===== src/rtl/mem_fill_ctrl.sv =====
// ============================================================================
// Module      : mem_fill_ctrl
// Description : Miss-fill queue and memory request/response sequencer that
//               returns filled lines to cache lookup. Optional response
//               watchdog enabled by MEM_FILL_TIMEOUT_EN.
// Revision    : 1.0 - initial release
// ============================================================================
`default_nettype none

module mem_fill_ctrl #(
  parameter int QDEPTH  = 2,
  parameter int TIMEOUT = 64
) (
  input  logic         clk_i,
  input  logic         rsn_i,
  input  logic         rqst_i,
  input  logic [19:0]  rqst_addr_i,
  output logic         busy_o,
  output logic         ovf_o,
  output logic         mem_req_valid_o,
  input  logic         mem_req_ready_i,
  output logic [15:0]  mem_req_addr_o,
  input  logic         mem_resp_valid_i,
  input  logic [127:0] mem_resp_data_i,
  output logic         fill_ready_o,
  output logic [19:0]  fill_addr_o,
  output logic [127:0] fill_data_o,
  output logic         timeout_o
);

  localparam int c_PTR_W = $clog2(QDEPTH);

  typedef enum logic [1:0] {
    S_IDLE      = 2'd0,
    S_ISSUE     = 2'd1,
    S_WAIT_RESP = 2'd2,
    S_DELIVER   = 2'd3
  } state_t;

  state_t             r_state;
  logic [15:0]        r_q [QDEPTH];
  logic [c_PTR_W-1:0] r_head;
  logic [c_PTR_W-1:0] r_tail;
  logic [c_PTR_W:0]   r_count;
  logic [15:0]        r_infl;
  logic               r_infl_vld;
  logic               r_req_valid;
  logic [15:0]        r_req_addr;
  logic               r_fill;
  logic [19:0]        r_fill_addr;
  logic [127:0]       r_fill_data;
  logic               r_ovf;

  logic [15:0]        w_line;
  logic [15:0]        w_head_line;
  logic [QDEPTH-1:0]  w_match;
  logic               w_dup;
  logic               w_full;
  logic               w_hs;
  logic               w_pop;
  logic               w_push;
  logic               w_drop_full;
  logic               w_reissue;
  logic               w_unused;

  assign w_line      = rqst_addr_i[19:4];
  assign w_head_line = r_q[r_head];
  assign w_full      = (r_count == (c_PTR_W+1)'(QDEPTH));

  // A slot is live when its distance from the head is below the occupancy.
  for (genvar gi = 0; gi < QDEPTH; gi++) begin : g_match
    logic [c_PTR_W-1:0] w_off;
    assign w_off       = c_PTR_W'(gi) - r_head;
    assign w_match[gi] = ({1'b0, w_off} < r_count) && (r_q[gi] == w_line);
  end

  assign w_dup       = (|w_match) || (r_infl_vld && (r_infl == w_line));
  assign w_hs        = (r_state == S_ISSUE) && mem_req_ready_i;
  assign w_pop       = w_hs && !w_reissue;
  assign w_push      = rqst_i && !w_dup && (!w_full || w_pop);
  assign w_drop_full = rqst_i && !w_dup && w_full && !w_pop;

`ifdef MEM_FILL_TIMEOUT_EN
  localparam int c_CNT_W = ($clog2(TIMEOUT + 1) > 8) ? $clog2(TIMEOUT + 1) : 8;

  logic [c_CNT_W-1:0] r_cnt;
  logic               r_tmo;
  logic               r_reissue;
  logic               w_tmo_hit;

  assign w_tmo_hit = (r_state == S_WAIT_RESP) && !mem_resp_valid_i &&
                     (r_cnt == c_CNT_W'(TIMEOUT - 1));
  assign w_reissue = r_reissue;
  assign timeout_o = r_tmo;
  assign w_unused  = ^rqst_addr_i[3:0];

  always_ff @(posedge clk_i or negedge rsn_i) begin
    if (!rsn_i) begin
      r_cnt     <= '0;
      r_tmo     <= 1'b0;
      r_reissue <= 1'b0;
    end else if (w_hs) begin
      r_cnt     <= '0;
      r_reissue <= 1'b0;
    end else if (w_tmo_hit) begin
      r_tmo     <= 1'b1;
      r_reissue <= 1'b1;
    end else if (r_state == S_WAIT_RESP && !mem_resp_valid_i) begin
      r_cnt     <= r_cnt + c_CNT_W'(1);
    end
  end
`else
  assign w_reissue = 1'b0;
  assign timeout_o = 1'b0;
  assign w_unused  = ^{rqst_addr_i[3:0], 32'(TIMEOUT)};
`endif

  // Storage needs no reset: occupancy alone decides which slots are live.
  always_ff @(posedge clk_i) begin
    if (w_push) r_q[r_tail] <= w_line;
  end

  always_ff @(posedge clk_i or negedge rsn_i) begin
    if (!rsn_i) begin
      r_head  <= '0;
      r_tail  <= '0;
      r_count <= '0;
    end else begin
      if (w_push) r_tail <= r_tail + c_PTR_W'(1);
      if (w_pop)  r_head <= r_head + c_PTR_W'(1);
      if (w_push && !w_pop)      r_count <= r_count + (c_PTR_W+1)'(1);
      else if (w_pop && !w_push) r_count <= r_count - (c_PTR_W+1)'(1);
    end
  end

  always_ff @(posedge clk_i or negedge rsn_i) begin
    if (!rsn_i) begin
      r_state     <= S_IDLE;
      r_req_valid <= 1'b0;
      r_req_addr  <= '0;
      r_infl      <= '0;
      r_infl_vld  <= 1'b0;
      r_fill      <= 1'b0;
      r_fill_addr <= '0;
      r_fill_data <= '0;
      r_ovf       <= 1'b0;
    end else begin
      r_fill <= 1'b0;
      if (w_drop_full) r_ovf <= 1'b1;
      case (r_state)
        S_IDLE, S_DELIVER: begin
          if (r_count != '0) begin
            r_state     <= S_ISSUE;
            r_req_valid <= 1'b1;
            r_req_addr  <= w_head_line;
          end else begin
            r_state     <= S_IDLE;
          end
        end
        S_ISSUE: begin
          if (mem_req_ready_i) begin
            r_state     <= S_WAIT_RESP;
            r_req_valid <= 1'b0;
            r_infl_vld  <= 1'b1;
            if (!w_reissue) r_infl <= w_head_line;
          end
        end
        S_WAIT_RESP: begin
          if (mem_resp_valid_i) begin
            r_state     <= S_DELIVER;
            r_fill      <= 1'b1;
            r_fill_addr <= {r_infl, 4'b0000};
            r_fill_data <= mem_resp_data_i;
            r_infl_vld  <= 1'b0;
          end
`ifdef MEM_FILL_TIMEOUT_EN
          else if (w_tmo_hit) begin
            r_state     <= S_ISSUE;
            r_req_valid <= 1'b1;
            r_req_addr  <= r_infl;
          end
`endif
        end
        default: r_state <= S_IDLE;
      endcase
    end
  end

  assign busy_o          = w_full;
  assign ovf_o           = r_ovf;
  assign mem_req_valid_o = r_req_valid;
  assign mem_req_addr_o  = r_req_addr;
  assign fill_ready_o    = r_fill;
  assign fill_addr_o     = r_fill_addr;
  assign fill_data_o     = r_fill_data;

endmodule

`default_nettype wire


===== config.mk =====
export PLATFORM = sky130hd
export DESIGN_NAME = mem_fill_ctrl
export DESIGN_NICKNAME = d
export VERILOG_FILES = /design/src/rtl/mem_fill_ctrl.sv
export SDC_FILE = /design/constraint.sdc
export NUM_CORES = 1
export LEC_CHECK = 0
export BUFFER_PORTS_ARGS = -buffer_cell sky130_fd_sc_hd__buf_4
export CAP_MARGIN = 20
export CORE_MARGIN = 2
export CORE_UTILIZATION = 46
export CTS_BUF_LIST = sky130_fd_sc_hd__clkbuf_8
export DETAILED_ROUTE_END_ITERATION = 8
export PLACE_DENSITY = 0.82
export SLEW_MARGIN = 20
export SYNTH_ARGS = -nofsm -noshare
export SYNTH_HDL_FRONTEND = slang
export SYNTH_SLANG_ARGS = --single-unit

===== constraint.sdc =====
create_clock -name clk_i -period 3.1 [get_ports clk_i]
set_clock_uncertainty 0.2 [all_clocks]
set_input_delay 0.31 -clock clk_i [delete_from_list [all_inputs] [get_ports clk_i]]
set_output_delay 0.31 -clock clk_i [all_outputs]
set_load 0.1 [all_outputs]

==> insert_results.sql <==
INSERT INTO impl_metrics (metric_group, metric, value, unit) VALUES
('sta', 'max-slew-margin-rel', '0.4407', ''),
('clocking', 'cts_buffer_depth', '3', ''),
('setup_path', 'cp_max_fo', '16', ''),
('setup_path', 'critPathCaptureType', 'flop', ''),
('layout', 'final_layout_size_suffix_gt1_frac', '0.4821', ''),
('global_routing', 'total_congestion_overflow_after_global_routing', '0', ''),
('sta', 'worstMarginPinSlew', '0.8390', 'ns'),
('detailed_routing', 'route.antenna.remaining_nets', '0', ''),
('clocking', 'cts_made_buffers', '37', ''),
('layout', 'syn_to_final_growth', '56.51', '%'),
('layout', 'mostFrequentLayoutCells', 'sky130_fd_sc_hd__buf_4, sky130_fd_sc_hd__dfrtp_1, sky130_fd_sc_hd__dlygate4sd3_1', ''),
('detailed_routing', 'wl', '26870', 'um'),
('floorplanning', 'die_area', '19880', 'um^2'),
('detailed_routing', 'route.detailed.vias_per_inst', '4.999', ''),
('clocking', 'cts-resized-gates', '0', ''),
('clocking', 'clk_root_buffer_cell', 'sky130_fd_sc_hd__clkbuf_8', ''),
('logic_synthesis', 'ys_types', '31', ''),
('min_path', 'hp-class', 'primary input to asynchronous set/reset pin', ''),
('global_routing', 'largest_net_degree_at_the_start_of_global_routing', '130', ''),
('setup_path', 'worstSetupPathType', 'primary input to flop', ''),
('logic_synthesis', 'synth_async_sr_flop_share', '0.8532', ''),
('place', 'port_buffers', '312', ''),
('place', 'placedInstanceArea', '11250', 'um^2'),
('layout', 'final_area', '13510', 'um^2'),
('clocking', 'cts_htree_levels', '2', ''),
('global_routing', 'global_route.usage.total', '0.2668', ''),
('logic_synthesis', 'number_of_enable_type_register_cells_in_the_synthesized_netlist', '32', ''),
('setup_path', 'worst_path_required', '3.03', 'ns'),
('setup_path', 'rr_worst_depth', '8', ''),
('clocking', 'clk_pin_slew_worst_paths', '0.07', 'ns'),
('sta', 'timing_hold_violations_final', '0', ''),
('flow_run', 'max_cap_violations', '0', ''),
('detailed_routing', 'vias', '6639', ''),
('floorplanning', 'placementRows', '50', ''),
('setup_path', 'critical_path.startpoint_type', 'primary input', ''),
('layout', 'layout.cells.most_common', 'sky130_fd_sc_hd__buf_4', ''),
('floorplanning', 'floorplan.die.height', '141.0', 'um'),
('detailed_routing', 'route.detailed.wl_per_inst', '20.23', 'um'),
('logic_synthesis', 'synthesis.area_per_instance', '14.78', 'um^2'),
('logic_synthesis', 'syn_inst', '584', ''),
('global_routing', 'antenna_found_initial', '2', ''),
('sta', 'final_setup_violation_count', '0', ''),
('clocking', 'cts_setup_buffers', '0', ''),
('clocking', 'cts-hold-fix-buffers', '149', ''),
('clocking', 'cts_sinks', '218', ''),
('floorplanning', 'ios', '322', ''),
('floorplanning', 'chipWidth', '141.0', 'um'),
('logic_synthesis', 'prevailing_post_synth_register_cell', 'sky130_fd_sc_hd__dfrtp_1', ''),
('place', 'dpl.hpwl', '16130', 'um'),
('run_status', 'run_status', 'finished, final reports clean', ''),
('floorplanning', 'core', '18580', 'um^2'),
('layout', 'nets', '1225', ''),
('place', 'global_placement_routability_congestion', '0.8245', ''),
('sta', 'report.final.slew_viol_count', '0', ''),
('setup_path', 'cp.arrival', '2.66', 'ns'),
('floorplanning', 'starting_density_of_the_core', '0.4646', ''),
('sta', 'final_min_period_over_clock_period', '0.8799', ''),
('detailed_routing', 'initialDrtViolationCount', '271', ''),
('detailed_routing', 'remaining_drc_errors', '0', ''),
('global_routing', 'grt_pass1_vias', '7310', ''),
('clocking', 'worst_skew_pair.late_latency', '0.52', 'ns'),
('logic_synthesis', 'synth-seq-cells', '218', ''),
('clocking', 'cts_tree', 'yes', ''),
('logic_synthesis', 'synth_warnings', '0', ''),
('logic_synthesis', 'synth-seq-area-share', '0.6504', ''),
('logic_synthesis', 'syn_area', '8633', 'um^2'),
('layout', 'nFillCells', '1139', ''),
('layout', 'final_util', '0.7272', ''),
('global_routing', 'grt_pass1_wl', '40460', 'um'),
('sta', 'rsz0062_at_grt', 'no', ''),
('detailed_routing', 'first_pass_iters', '6', ''),
('sta', 'post-route-min-period', '2.728', 'ns'),
('sta', 'clock.fmax', '0.3666', 'GHz');
==> layout make-up <==
cell class / instances / area (um^2) / share of cell area
Clock inverter: 17 / 153.9 / 0.01139
Multi-Input combinational cell: 334 / 2868 / 0.2122
Antenna cell: 3 / 7.507 / 0.0005556
Timing Repair Buffer: 471 / 3940 / 0.2916
Inverter: 7 / 28.78 / 0.002130
Tap cell: 234 / 292.8 / 0.02167
Sequential cell: 218 / 5615 / 0.4156
Clock buffer: 44 / 605.6 / 0.04482
==> kinds of logic (layout without fill, tap and decap cells) <==
family | count (synthesis) | after routing | synth area share
compound gates | 43 | 43 | 0.02696
xor+xnor | 53 | 53 | 0.05377
fa+ha+maj | 3 | 3 | 0.004348
buf+inv | 36 | 539 | 0.02029
flops | 218 | 218 | 0.6504
mux | 160 | 160 | 0.2064
other cells | 1 | 8 | 0.0004344
simple gates | 70 | 70 | 0.03739
==> worst paths after layout <==
check                                          startpoint                        endpoint  slack (ns)
setup / recovery                          rqst_addr_i[10]             r_q[1][0]$_DFFE_PP_        0.37
hold / removal                                      rsn_i   mem_req_addr_o[8]$_DFFE_PN0P_        0.18
setup reg to reg                   r_state[1]$_DFFE_PN0P_             r_q[1][0]$_DFFE_PP_        0.47
hold reg to reg            mem_req_addr_o[11]$_DFFE_PN0P_  mem_req_addr_o[11]$_DFFE_PN0P_        0.28
max in group asynchronous                           rsn_i     fill_data_o[33]$_DFFE_PN0P_        1.69
min in group clk_i         mem_req_addr_o[11]$_DFFE_PN0P_  mem_req_addr_o[11]$_DFFE_PN0P_        0.28
==> synthesized netlist by cell type, types with 2 or more instances <==
| master | number | share of area |
|---|---|---|
| sky130_fd_sc_hd__a21oi_1 | 2 | 0.0012 |
| sky130_fd_sc_hd__and2_1 | 2 | 0.0014 |
| sky130_fd_sc_hd__buf_2 | 17 | 0.0099 |
| sky130_fd_sc_hd__buf_4 | 5 | 0.0043 |
| sky130_fd_sc_hd__clkbuf_1 | 7 | 0.0030 |
| sky130_fd_sc_hd__dfrtp_1 | 186 | 0.54 |
| sky130_fd_sc_hd__edfxtp_1 | 32 | 0.11 |
| sky130_fd_sc_hd__ha_1 | 3 | 0.0043 |
| sky130_fd_sc_hd__inv_1 | 6 | 0.0026 |
| sky130_fd_sc_hd__mux2_2 | 144 | 0.19 |
| sky130_fd_sc_hd__mux2i_1 | 16 | 0.019 |
| sky130_fd_sc_hd__nand2_1 | 45 | 0.020 |
| sky130_fd_sc_hd__nand3_1 | 3 | 0.0017 |
| sky130_fd_sc_hd__nand4_1 | 3 | 0.0022 |
| sky130_fd_sc_hd__nor2_1 | 2 | 0.00087 |
| sky130_fd_sc_hd__nor3_2 | 2 | 0.0023 |
| sky130_fd_sc_hd__nor4_1 | 9 | 0.0065 |
| sky130_fd_sc_hd__o21ai_0 | 36 | 0.021 |
| sky130_fd_sc_hd__xnor2_1 | 13 | 0.013 |
| sky130_fd_sc_hd__xor2_1 | 40 | 0.041 |
==> metal layers <==
metal	global-route usage	wire, um	up-vias
met5	0	0	-
li1	-	-	3011
met4	0.1216	1027	0
met2	0.4976	14690	271
met3	0.06726	1565	75
met1	0.2829	9590	3282
==> worst max-delay path: stages <==
cell                            delay [ns]
sky130_fd_sc_hd__dlygate4sd3_1        0.54
sky130_fd_sc_hd__buf_4                0.16
sky130_fd_sc_hd__xor2_1               0.16
sky130_fd_sc_hd__nor4_1               0.47
sky130_fd_sc_hd__nand4_1              0.18
sky130_fd_sc_hd__o22ai_2              0.29
sky130_fd_sc_hd__nor3_2               0.10
sky130_fd_sc_hd__and2_1               0.45
==> metrics by stage <==
| stage | instances | worst slack [ns] | hold WS (ns) | TNS [ns] |
|---|---|---|---|---|
| after global routing | 1327 | 0.2505 | 0.2006 | 0 |
| after floorplan | 588 | -0.004347 | -0.1856 | -0.06954 |
| after global placement | 1115 | 0.5259 | 0.1777 | 0 |
| final | 1328 | 0.3722 | 0.1760 | 0 |
| after detailed placement | 1115 | 0.5049 | 0.1780 | 0 |
| after CTS | 1325 | 0.4727 | 0.1737 | 0 |
==> sequential cells by signal (all words and copies together) (netlist names) <==
name and count:
fill_addr_o 16, mem_req_valid_o 1, r_tail 1, ovf_o 1, mem_req_addr_o 16, r_infl_vld 1, r_q 32, fill_data_o 128
r_state 2, fill_ready_o 1, r_count 2, r_infl 16, r_head 1
Power is not shown: default switching activity piles up to over one toggle a cycle in this logic, so the estimate is an artifact.
